## config.mk

```make
export PLATFORM = sky130hd
export DESIGN_NAME = noc_mmio_bridge
export DESIGN_NICKNAME = d
export VERILOG_FILES = /design/src/rtl/noc_mmio_pkg.sv /design/src/rtl/sync_fifo.sv /design/src/rtl/noc_mmio_bridge.sv
export SDC_FILE = /design/constraint.sdc
export NUM_CORES = 1
export LEC_CHECK = 0
export ABC_AREA = 1
export CAP_MARGIN = 20
export CELL_PAD_IN_SITES_DETAIL_PLACEMENT = 0
export CELL_PAD_IN_SITES_GLOBAL_PLACEMENT = 1
export CORE_ASPECT_RATIO = 0.5
export CORE_MARGIN = 5
export CORE_UTILIZATION = 44
export DETAILED_ROUTE_END_ITERATION = 10
export PLACE_DENSITY_LB_ADDON = 0.1
export SYNTH_ARGS = -nofsm -noshare
export SYNTH_HDL_FRONTEND = slang
export SYNTH_SLANG_ARGS = --single-unit
```

## constraint.sdc

```tcl
create_clock -name clk -period 5.2 [get_ports clk]
set_input_delay 0.52 -clock clk [delete_from_list [all_inputs] [get_ports clk]]
set_output_delay 0.52 -clock clk [all_outputs]
set_load 0.005 [all_outputs]
```

## src/rtl/noc_mmio_pkg.sv

```systemverilog
// noc_mmio_pkg: shared constants for the NoC MMIO bridge.
//   - register byte offsets inside the 64-byte window
//   - STATUS and ERR bit positions
//   - window size
package noc_mmio_pkg;

   localparam int WINDOW_BYTES = 64;

   localparam logic [5:0] CHAR_OFS    = 6'h00;
   localparam logic [5:0] LED_OFS     = 6'h04;
   localparam logic [5:0] SWITCH_OFS  = 6'h08;
   localparam logic [5:0] DEST_OFS    = 6'h0C;
   localparam logic [5:0] TX_DATA_OFS = 6'h10;
   localparam logic [5:0] TX_LAST_OFS = 6'h14;
   localparam logic [5:0] RX_DATA_OFS = 6'h18;
   localparam logic [5:0] STATUS_OFS  = 6'h1C;
   localparam logic [5:0] NODE_OFS    = 6'h20;
   localparam logic [5:0] ERR_OFS     = 6'h24;

   // STATUS bit positions
   localparam int ST_TX_FULL  = 0;
   localparam int ST_TX_EMPTY = 1;
   localparam int ST_RX_AVAIL = 2;
   localparam int ST_RX_FULL  = 3;

   // ERR bit positions (sticky, write-1-to-clear)
   localparam int ERR_TX_OVERFLOW  = 0;
   localparam int ERR_RX_UNDERFLOW = 1;
   localparam int ERR_RX_OVERRUN   = 2;

endpackage

```

## src/rtl/sync_fifo.sv

```systemverilog
// sync_fifo: single-clock FIFO with first-word-fall-through head.
// Ports:
//   clk_i, rst_i        clock, asynchronous active-high reset
//   push_valid_i/_ready_o/_data_i   write side (valid/ready)
//   pop_valid_o/_ready_i/_data_o    read side, pop_data_o shows the head
//   count_o, full_o, empty_o        occupancy
// Handshake: a transfer happens on a rising edge where valid and ready are
// both high. A push into a full FIFO is accepted when a pop frees the slot in
// the same cycle.
module sync_fifo #(
   parameter int WIDTH = 32,
   parameter int DEPTH = 4
) (
   input  logic                     clk_i,
   input  logic                     rst_i,
   input  logic                     push_valid_i,
   output logic                     push_ready_o,
   input  logic [WIDTH-1:0]         push_data_i,
   output logic                     pop_valid_o,
   input  logic                     pop_ready_i,
   output logic [WIDTH-1:0]         pop_data_o,
   output logic [$clog2(DEPTH):0]   count_o,
   output logic                     full_o,
   output logic                     empty_o
);

   localparam int AW = $clog2(DEPTH);

   logic [WIDTH-1:0] mem_q [DEPTH];
   logic [AW:0]      wr_q, wr_d;
   logic [AW:0]      rd_q, rd_d;
   logic             push_fire;
   logic             pop_fire;

   // Pointers carry one extra MSB so full and empty are distinguishable;
   // with DEPTH a power of two the count MSB is set only when full.
   assign count_o      = wr_q - rd_q;
   assign empty_o      = (wr_q == rd_q);
   assign full_o       = count_o[AW];
   assign pop_valid_o  = !empty_o;
   assign pop_fire     = pop_ready_i && !empty_o;
   assign push_ready_o = !full_o || pop_fire;
   assign push_fire    = push_valid_i && push_ready_o;
   assign pop_data_o   = mem_q[rd_q[AW-1:0]];

   always_comb begin
      wr_d = wr_q;
      rd_d = rd_q;
      if (push_fire) wr_d = wr_q + (AW+1)'(1);
      if (pop_fire)  rd_d = rd_q + (AW+1)'(1);
   end

   always_ff @(posedge clk_i or posedge rst_i) begin
      if (rst_i) begin
         wr_q <= '0;
         rd_q <= '0;
      end else begin
         wr_q <= wr_d;
         rd_q <= rd_d;
      end
   end

   // Storage is not reset; only the pointers define what is valid.
   always_ff @(posedge clk_i) begin
      if (push_fire) mem_q[wr_q[AW-1:0]] <= push_data_i;
   end

endmodule

```

## src/rtl/noc_mmio_bridge.sv

```systemverilog
// noc_mmio_bridge: picorv32 native-bus register window onto one NoC node.
// Ports:
//   clk, reset                      clock, asynchronous active-high reset
//   mem_valid/addr/wdata/wstrb      CPU request (wstrb==0 is a read)
//   io_sel                          request targets this window (combinational)
//   mem_ready/mem_rdata             one-cycle response, data valid with ready
//   switch, led                     board IO
//   out_byte, out_byte_en           character output with one-cycle strobe
//   tx_x/tx_y/tx_data/tx_last       TX FIFO head, valid/ready with tx_valid/tx_ready
//   rx_data/rx_valid/rx_ready       RX FIFO input, valid/ready
// An access is accepted on the edge where io_sel is high and mem_ready is low;
// mem_ready then stays high for exactly that following cycle. Any nonzero
// strobe is treated as a full-word write.
module noc_mmio_bridge
   import noc_mmio_pkg::*;
#(
   parameter logic [31:0] IO_BASE     = 32'h1000_0000,
   parameter int          COORD_BITS  = 1,
   parameter int          X_COORD     = 0,
   parameter int          Y_COORD     = 0,
   parameter int          NODE_NUMBER = 0,
   parameter int          MSG_WIDTH   = 32,
   parameter int          TX_DEPTH    = 4,
   parameter int          RX_DEPTH    = 4,
   parameter int          LED_WIDTH   = 4
) (
   input  logic                  clk,
   input  logic                  reset,
   input  logic                  mem_valid,
   input  logic [31:0]           mem_addr,
   input  logic [31:0]           mem_wdata,
   input  logic [3:0]            mem_wstrb,
   output logic                  io_sel,
   output logic                  mem_ready,
   output logic [31:0]           mem_rdata,
   input  logic                  switch,
   output logic [LED_WIDTH-1:0]  led,
   output logic [7:0]            out_byte,
   output logic                  out_byte_en,
   output logic [COORD_BITS-1:0] tx_x,
   output logic [COORD_BITS-1:0] tx_y,
   output logic [MSG_WIDTH-1:0]  tx_data,
   output logic                  tx_last,
   output logic                  tx_valid,
   input  logic                  tx_ready,
   input  logic [MSG_WIDTH-1:0]  rx_data,
   input  logic                  rx_valid,
   output logic                  rx_ready
);

   localparam int TXW = 1 + 2*COORD_BITS + MSG_WIDTH;

   logic [31:0]           offset;
   logic [5:0]            ofs;
   logic                  accept, is_wr, wr_acc, rd_acc;
   logic                  mem_ready_q;
   logic [31:0]           mem_rdata_q, rdata_d;
   logic [LED_WIDTH-1:0]  led_q;
   logic [7:0]            out_byte_q;
   logic                  out_byte_en_q;
   logic [COORD_BITS-1:0] dest_x_q, dest_y_q;
   logic [2:0]            err_q, err_d;

   logic                  tx_push, tx_push_ready, tx_full, tx_empty, tx_pop;
   logic [TXW-1:0]        tx_head;
   logic [$clog2(TX_DEPTH):0] tx_count;
   logic                  rx_pop, rx_full, rx_empty, rx_avail;
   logic [MSG_WIDTH-1:0]  rx_head;
   logic [$clog2(RX_DEPTH):0] rx_count;
   logic                  tx_overflow, rx_underflow, rx_overrun;
   logic                  unused_bits;

   // Subtracting the base keeps the window test correct for any IO_BASE.
   assign offset = mem_addr - IO_BASE;
   assign ofs    = {offset[5:2], 2'b00};
   assign io_sel = mem_valid && (offset < 32'(WINDOW_BYTES));
   assign accept = io_sel && !mem_ready_q;
   assign is_wr  = (mem_wstrb != 4'b0000);
   assign wr_acc = accept && is_wr;
   assign rd_acc = accept && !is_wr;

   assign unused_bits = ^{mem_wdata, offset[1:0]};

   // TX: CPU pushes {last, y, x, payload}; NoC drains the FWFT head.
   assign tx_push     = wr_acc && (ofs == TX_DATA_OFS || ofs == TX_LAST_OFS);
   assign tx_pop      = tx_valid && tx_ready;
   assign tx_overflow = tx_push && !tx_push_ready;

   sync_fifo #(.WIDTH(TXW), .DEPTH(TX_DEPTH)) u_tx_fifo (
      .clk_i        (clk),
      .rst_i        (reset),
      .push_valid_i (tx_push),
      .push_ready_o (tx_push_ready),
      .push_data_i  ({(ofs == TX_LAST_OFS), dest_y_q, dest_x_q, mem_wdata[MSG_WIDTH-1:0]}),
      .pop_valid_o  (tx_valid),
      .pop_ready_i  (tx_ready),
      .pop_data_o   (tx_head),
      .count_o      (tx_count),
      .full_o       (tx_full),
      .empty_o      (tx_empty)
   );

   assign tx_data = tx_head[MSG_WIDTH-1:0];
   assign tx_x    = tx_head[MSG_WIDTH +: COORD_BITS];
   assign tx_y    = tx_head[MSG_WIDTH+COORD_BITS +: COORD_BITS];
   assign tx_last = tx_head[TXW-1];

   // RX: rx_ready is forced low during reset so nothing is taken then.
   assign rx_ready     = !rx_full && !reset;
   assign rx_pop       = rd_acc && (ofs == RX_DATA_OFS);
   assign rx_underflow = rx_pop && rx_empty;
   assign rx_overrun   = rx_valid && rx_full;

   sync_fifo #(.WIDTH(MSG_WIDTH), .DEPTH(RX_DEPTH)) u_rx_fifo (
      .clk_i        (clk),
      .rst_i        (reset),
      .push_valid_i (rx_valid && rx_ready),
      .push_ready_o (),
      .push_data_i  (rx_data),
      .pop_valid_o  (rx_avail),
      .pop_ready_i  (rx_pop),
      .pop_data_o   (rx_head),
      .count_o      (rx_count),
      .full_o       (rx_full),
      .empty_o      (rx_empty)
   );

   // Read data reflects state before this edge's FIFO/register updates.
   always_comb begin
      rdata_d = '0;
      if (!is_wr) begin
         case (ofs)
            LED_OFS:     rdata_d = 32'(led_q);
            SWITCH_OFS:  rdata_d = {31'b0, switch};
            DEST_OFS:    rdata_d = (32'(dest_y_q) << 16) | 32'(dest_x_q);
            RX_DATA_OFS: rdata_d = rx_empty ? 32'b0 : 32'(rx_head);
            STATUS_OFS: begin
               rdata_d[ST_TX_FULL]  = tx_full;
               rdata_d[ST_TX_EMPTY] = tx_empty;
               rdata_d[ST_RX_AVAIL] = rx_avail;
               rdata_d[ST_RX_FULL]  = rx_full;
               rdata_d[15:8]        = 8'(tx_count);
               rdata_d[23:16]       = 8'(rx_count);
            end
            NODE_OFS:    rdata_d = {8'b0, 8'(Y_COORD), 8'(X_COORD), 8'(NODE_NUMBER)};
            ERR_OFS:     rdata_d = {29'b0, err_q};
            default:     rdata_d = '0;
         endcase
      end
   end

   // Clear first so a simultaneous set event wins.
   always_comb begin
      err_d = err_q;
      if (wr_acc && ofs == ERR_OFS) err_d = err_q & ~mem_wdata[2:0];
      if (tx_overflow)  err_d[ERR_TX_OVERFLOW]  = 1'b1;
      if (rx_underflow) err_d[ERR_RX_UNDERFLOW] = 1'b1;
      if (rx_overrun)   err_d[ERR_RX_OVERRUN]   = 1'b1;
   end

   always_ff @(posedge clk or posedge reset) begin
      if (reset) begin
         mem_ready_q   <= 1'b0;
         mem_rdata_q   <= '0;
         led_q         <= '0;
         out_byte_q    <= '0;
         out_byte_en_q <= 1'b0;
         dest_x_q      <= '0;
         dest_y_q      <= '0;
         err_q         <= '0;
      end else begin
         mem_ready_q   <= accept;
         out_byte_en_q <= 1'b0;
         err_q         <= err_d;
         if (accept) mem_rdata_q <= rdata_d;
         if (wr_acc) begin
            case (ofs)
               CHAR_OFS: begin
                  out_byte_q    <= mem_wdata[7:0];
                  out_byte_en_q <= 1'b1;
               end
               LED_OFS:  led_q <= mem_wdata[LED_WIDTH-1:0];
               DEST_OFS: begin
                  dest_x_q <= mem_wdata[COORD_BITS-1:0];
                  dest_y_q <= mem_wdata[16 +: COORD_BITS];
               end
               default: ;
            endcase
         end
      end
   end

   assign mem_ready   = mem_ready_q;
   assign mem_rdata   = mem_rdata_q;
   assign led         = led_q;
   assign out_byte    = out_byte_q;
   assign out_byte_en = out_byte_en_q;

endmodule
```

==> flow_summary_export.csv <==
group,metric,value,unit
status,status,"finished, final reports clean",
clocking,htree_levels,1,
yosys,synth_fp_nets,1141,
worst_setup_path,crit_path_start_kind,"input pin",
yosys,ys_ff_latch,331,
yosys,syn-instance-count,1019,
timing,post-route-min-period,3.18,ns
timing,fin_crit_sh,61.2,%
floorplanning,die_w,254,um
pwr,p_leak,5.89,nW
floorplanning,io_pins,190,
final_layout,nFillCells,2417,
worst_setup_path,crit_path_max_incr_delay,0.58,ns
routing,drt_first_iter_violations,442,
clocking,cts_root_buf,"clkbuf_16",
clocking,cts_tree,"built",
timing,finalSetupTns,0,ns
clocking,post_cts.repair.setup_buffers,0,
worst_setup_path,critPathKind,"input pin to flop",
final_layout,nets,1327,
pwr,power,6.86,mW
timing,tightest_slew,0.717,ns
timing,fmaxAchievable,0.314,GHz
worst_setup_path,path_common_cell,"nand2_1",
global_routing,grt_first_pass_wirelength,47900,um
routing,firstDrtPassIters,4,
yosys,yosysUniqueCellTypes,31,
routing,wl_per_cell,18.5,um
timing,hold_viol,0,
pwr,vdd_ir_drop_max,0.234,mV
routing,remaining_drc_errors,0,
worst_setup_path,path_max_fanout,36,
yosys,ys_warn_count,0,
yosys,post_synth.cell_area_avg,12.8,sq um
routing,viasPerCell,5.12,
routing,vias,8284,
global_routing,antenna_found_initial,1,
final_layout,antenna_cells,0,
timing,skew,0.0160,ns
timing,rsz0062_at_grt,"false",
pwr,power.density,414,mW/mm^2
floorplanning,initial_utilization,44.9,%
worst_setup_path,endpoint_kind,"flop",
clocking,path_clk_slew,0.07,ns
clocking,cts_inserted_buffers,30,
routing,ant_nets,0,
yosys,synthesis.area,0.0131,sq mm
floorplanning,die_height,132,um
clocking,clk_latency,0.56,ns
placed_design,port_buffers,187,
timing,slew_headroom,52.2,%
timing,timing.hold.ws,0.400,ns
final_layout,final_core_util,56.7,%
global_routing,grt_max_degree,71,
job,cap_viol_max_count,0,
placed_design,gp_congestion,0.769,
global_routing,overflow,0,
worst_setup_path,cp.required,5.43,ns
placed_design,dpl_cell_area,0.0155,sq mm
final_layout,design_area,0.0166,sq mm
min_path,hp-class,"input pin to asynchronous set/reset pin",
worst_setup_path,cpMaxStageDelayCell,"nor2_4",
yosys,seq_area_frac_synth,73.5,%
global_routing,grt_use_total,17.8,%
clocking,clock_sinks,331,
clocking,clk_path_buf_depth,3,
routing,wl,29900,um
final_layout,drive_gt1_share,8.63,%
floorplanning,die_area,0.0335,sq mm
floorplanning,core_area,0.0292,sq mm
worst_setup_path,path_cells,"clkdlybuf4s50_1, inv_1, nor2_1, nand2_1, nor2_1, nand2_1, nor2_4, nand2_4, nor3_4, nand2_1, nor2_4, buf_4",
timing,final-max-slew-violation-count,0,
clocking,postCtsHoldBufs,0,
global_routing,grt_pass1_vias,8444,
timing,finalSetupViolations,0,
worst_setup_path,r2r_slack,2.05,ns
floorplanning,rows,44,
worst_setup_path,cp.arrival,3.41,ns
clocking,ctsResizeCount,0,
placed_design,place_hpwl,18200,um
final_layout,area_delta_synth_final,26.5,%
## Yosys cell counts
library cell	number	area share, %
o21ai_0	112	4.3
nor2_8	1	0.15
o22ai_1	45	2.2
o211ai_1	2	0.11
clkbuf_1	41	1.2
nor2_4	2	0.17
nor2_2	3	0.14
fa_1	2	0.31
ha_1	14	1.3
o21ai_1	4	0.15
nand3_1	14	0.54
inv_1	36	1.0
nand2_4	2	0.17
dfrtp_1	63	12
a21oi_1	29	1.1
buf_2	5	0.19
nor3_1	1	0.038
nand2_1	175	5.0
nor3_4	1	0.12
nand4_1	4	0.19
clkinv_1	3	0.086
buf_6	3	0.26
nand2_2	2	0.096
edfxtp_1	268	61
nor3b_1	1	0.057
nor2_1	131	3.8
xnor2_1	3	0.20
a32o_1	22	1.7
xor2_1	6	0.40
a22oi_1	4	0.23
o21ai_2	20	1.3
## cells by family (layout without fill, tap and decap cells)
kind of cell	after synthesis	count (layout)	synth area share (%)
flip-flops	331	331	73.5
XOR/XNOR	9	9	0.602
adder cells (fa/ha/maj)	16	16	1.64
AND/OR/NAND/NOR	337	337	10.5
buffers and inverters	88	297	2.74
AO/OA/AOI/OAI	238	238	11.1
## worst max-delay path: cells and delay by family
family,cells,cell delay (ns)
buffers and inverters,3,0.90
AND/OR/NAND/NOR,9,1.99
## cell usage in the layout, fill, tap and decap left out, types with 10 or more instances in the layout
cell type	count
ha_1	14
dfrtp_1	61
a21oi_1	29
a32o_1	22
nor2_4	10
o21ai_2	20
buf_4	11
inv_1	34
nor2_1	124
edfxtp_1	268
nand3_1	14
nand2_1	175
o21ai_0	112
clkdlybuf4s50_1	187
clkbuf_16	31
o22ai_1	45
## sequential cells by signal, indices dropped and copies added, names as in the netlist
| name | cells |
|---|---|
| u_rx_fifo.wr_q | 3 |
| u_tx_fifo.wr_q | 3 |
| led | 4 |
| mem_rdata | 32 |
| out_byte | 8 |
| dest_x_q | 1 |
| u_tx_fifo.mem_q | 140 |
| err_q | 3 |
| u_tx_fifo.rd_q | 3 |
| mem_ready | 1 |
| u_rx_fifo.mem_q | 128 |
| dest_y_q | 1 |
| u_rx_fifo.rd_q | 3 |
| out_byte_en | 1 |
## routing by layer
layer  vias up  wire, um  track usage (%)
li1       4033         -                -
met3        37      1180             3.43
met2       131     15400             31.4
met4         2       422             3.07
met1      4081     12900             23.4
met5         -        13                0
## layout make-up
type                       count  area (sq um)  share of cell area (%)
sequential                   331          9630                    58.1
tap                          391           489                    2.95
inverter                      39           146                   0.884
multi-input combinational    600          3170                    19.1
clock inverter                18           250                    1.51
timing repair buffer         203          2070                    12.5
clock buffer                  37           808                    4.88
## power by group
group          total [mW]  internal (mW)  switching (mW)
logic                1.47          0.673           0.794
registers            3.03           2.99          0.0395
clock network        2.36           1.40           0.955
## stage by stage
| step | std cells | setup WS (ns) |
|---|---|---|
| 2_1_floorplan | 1019 | 1.38 |
| 3_5_place_dp | 1563 | 1.37 |
| 6_report | 1619 | 2.02 |
| 4_1_cts | 1618 | 1.96 |
| 3_3_place_gp | 1559 | 1.39 |
| 5_1_grt | 1619 | 1.70 |
## worst paths after layout
path                              startpoint  depth (start not counted)                      to
min in group clk                 out_byte[4]                          2             out_byte[4]
hold / removal                         reset                          2             out_byte[6]
setup reg to reg           u_tx_fifo.wr_q[0]                          9  u_tx_fifo.mem_q[3][12]
hold reg to reg                  out_byte[4]                          2             out_byte[4]
max in group asynchronous              reset                          3       u_tx_fifo.rd_q[0]
setup / recovery                mem_addr[28]                         12  u_tx_fifo.mem_q[3][12]
(Power assumes the default switching activity.)
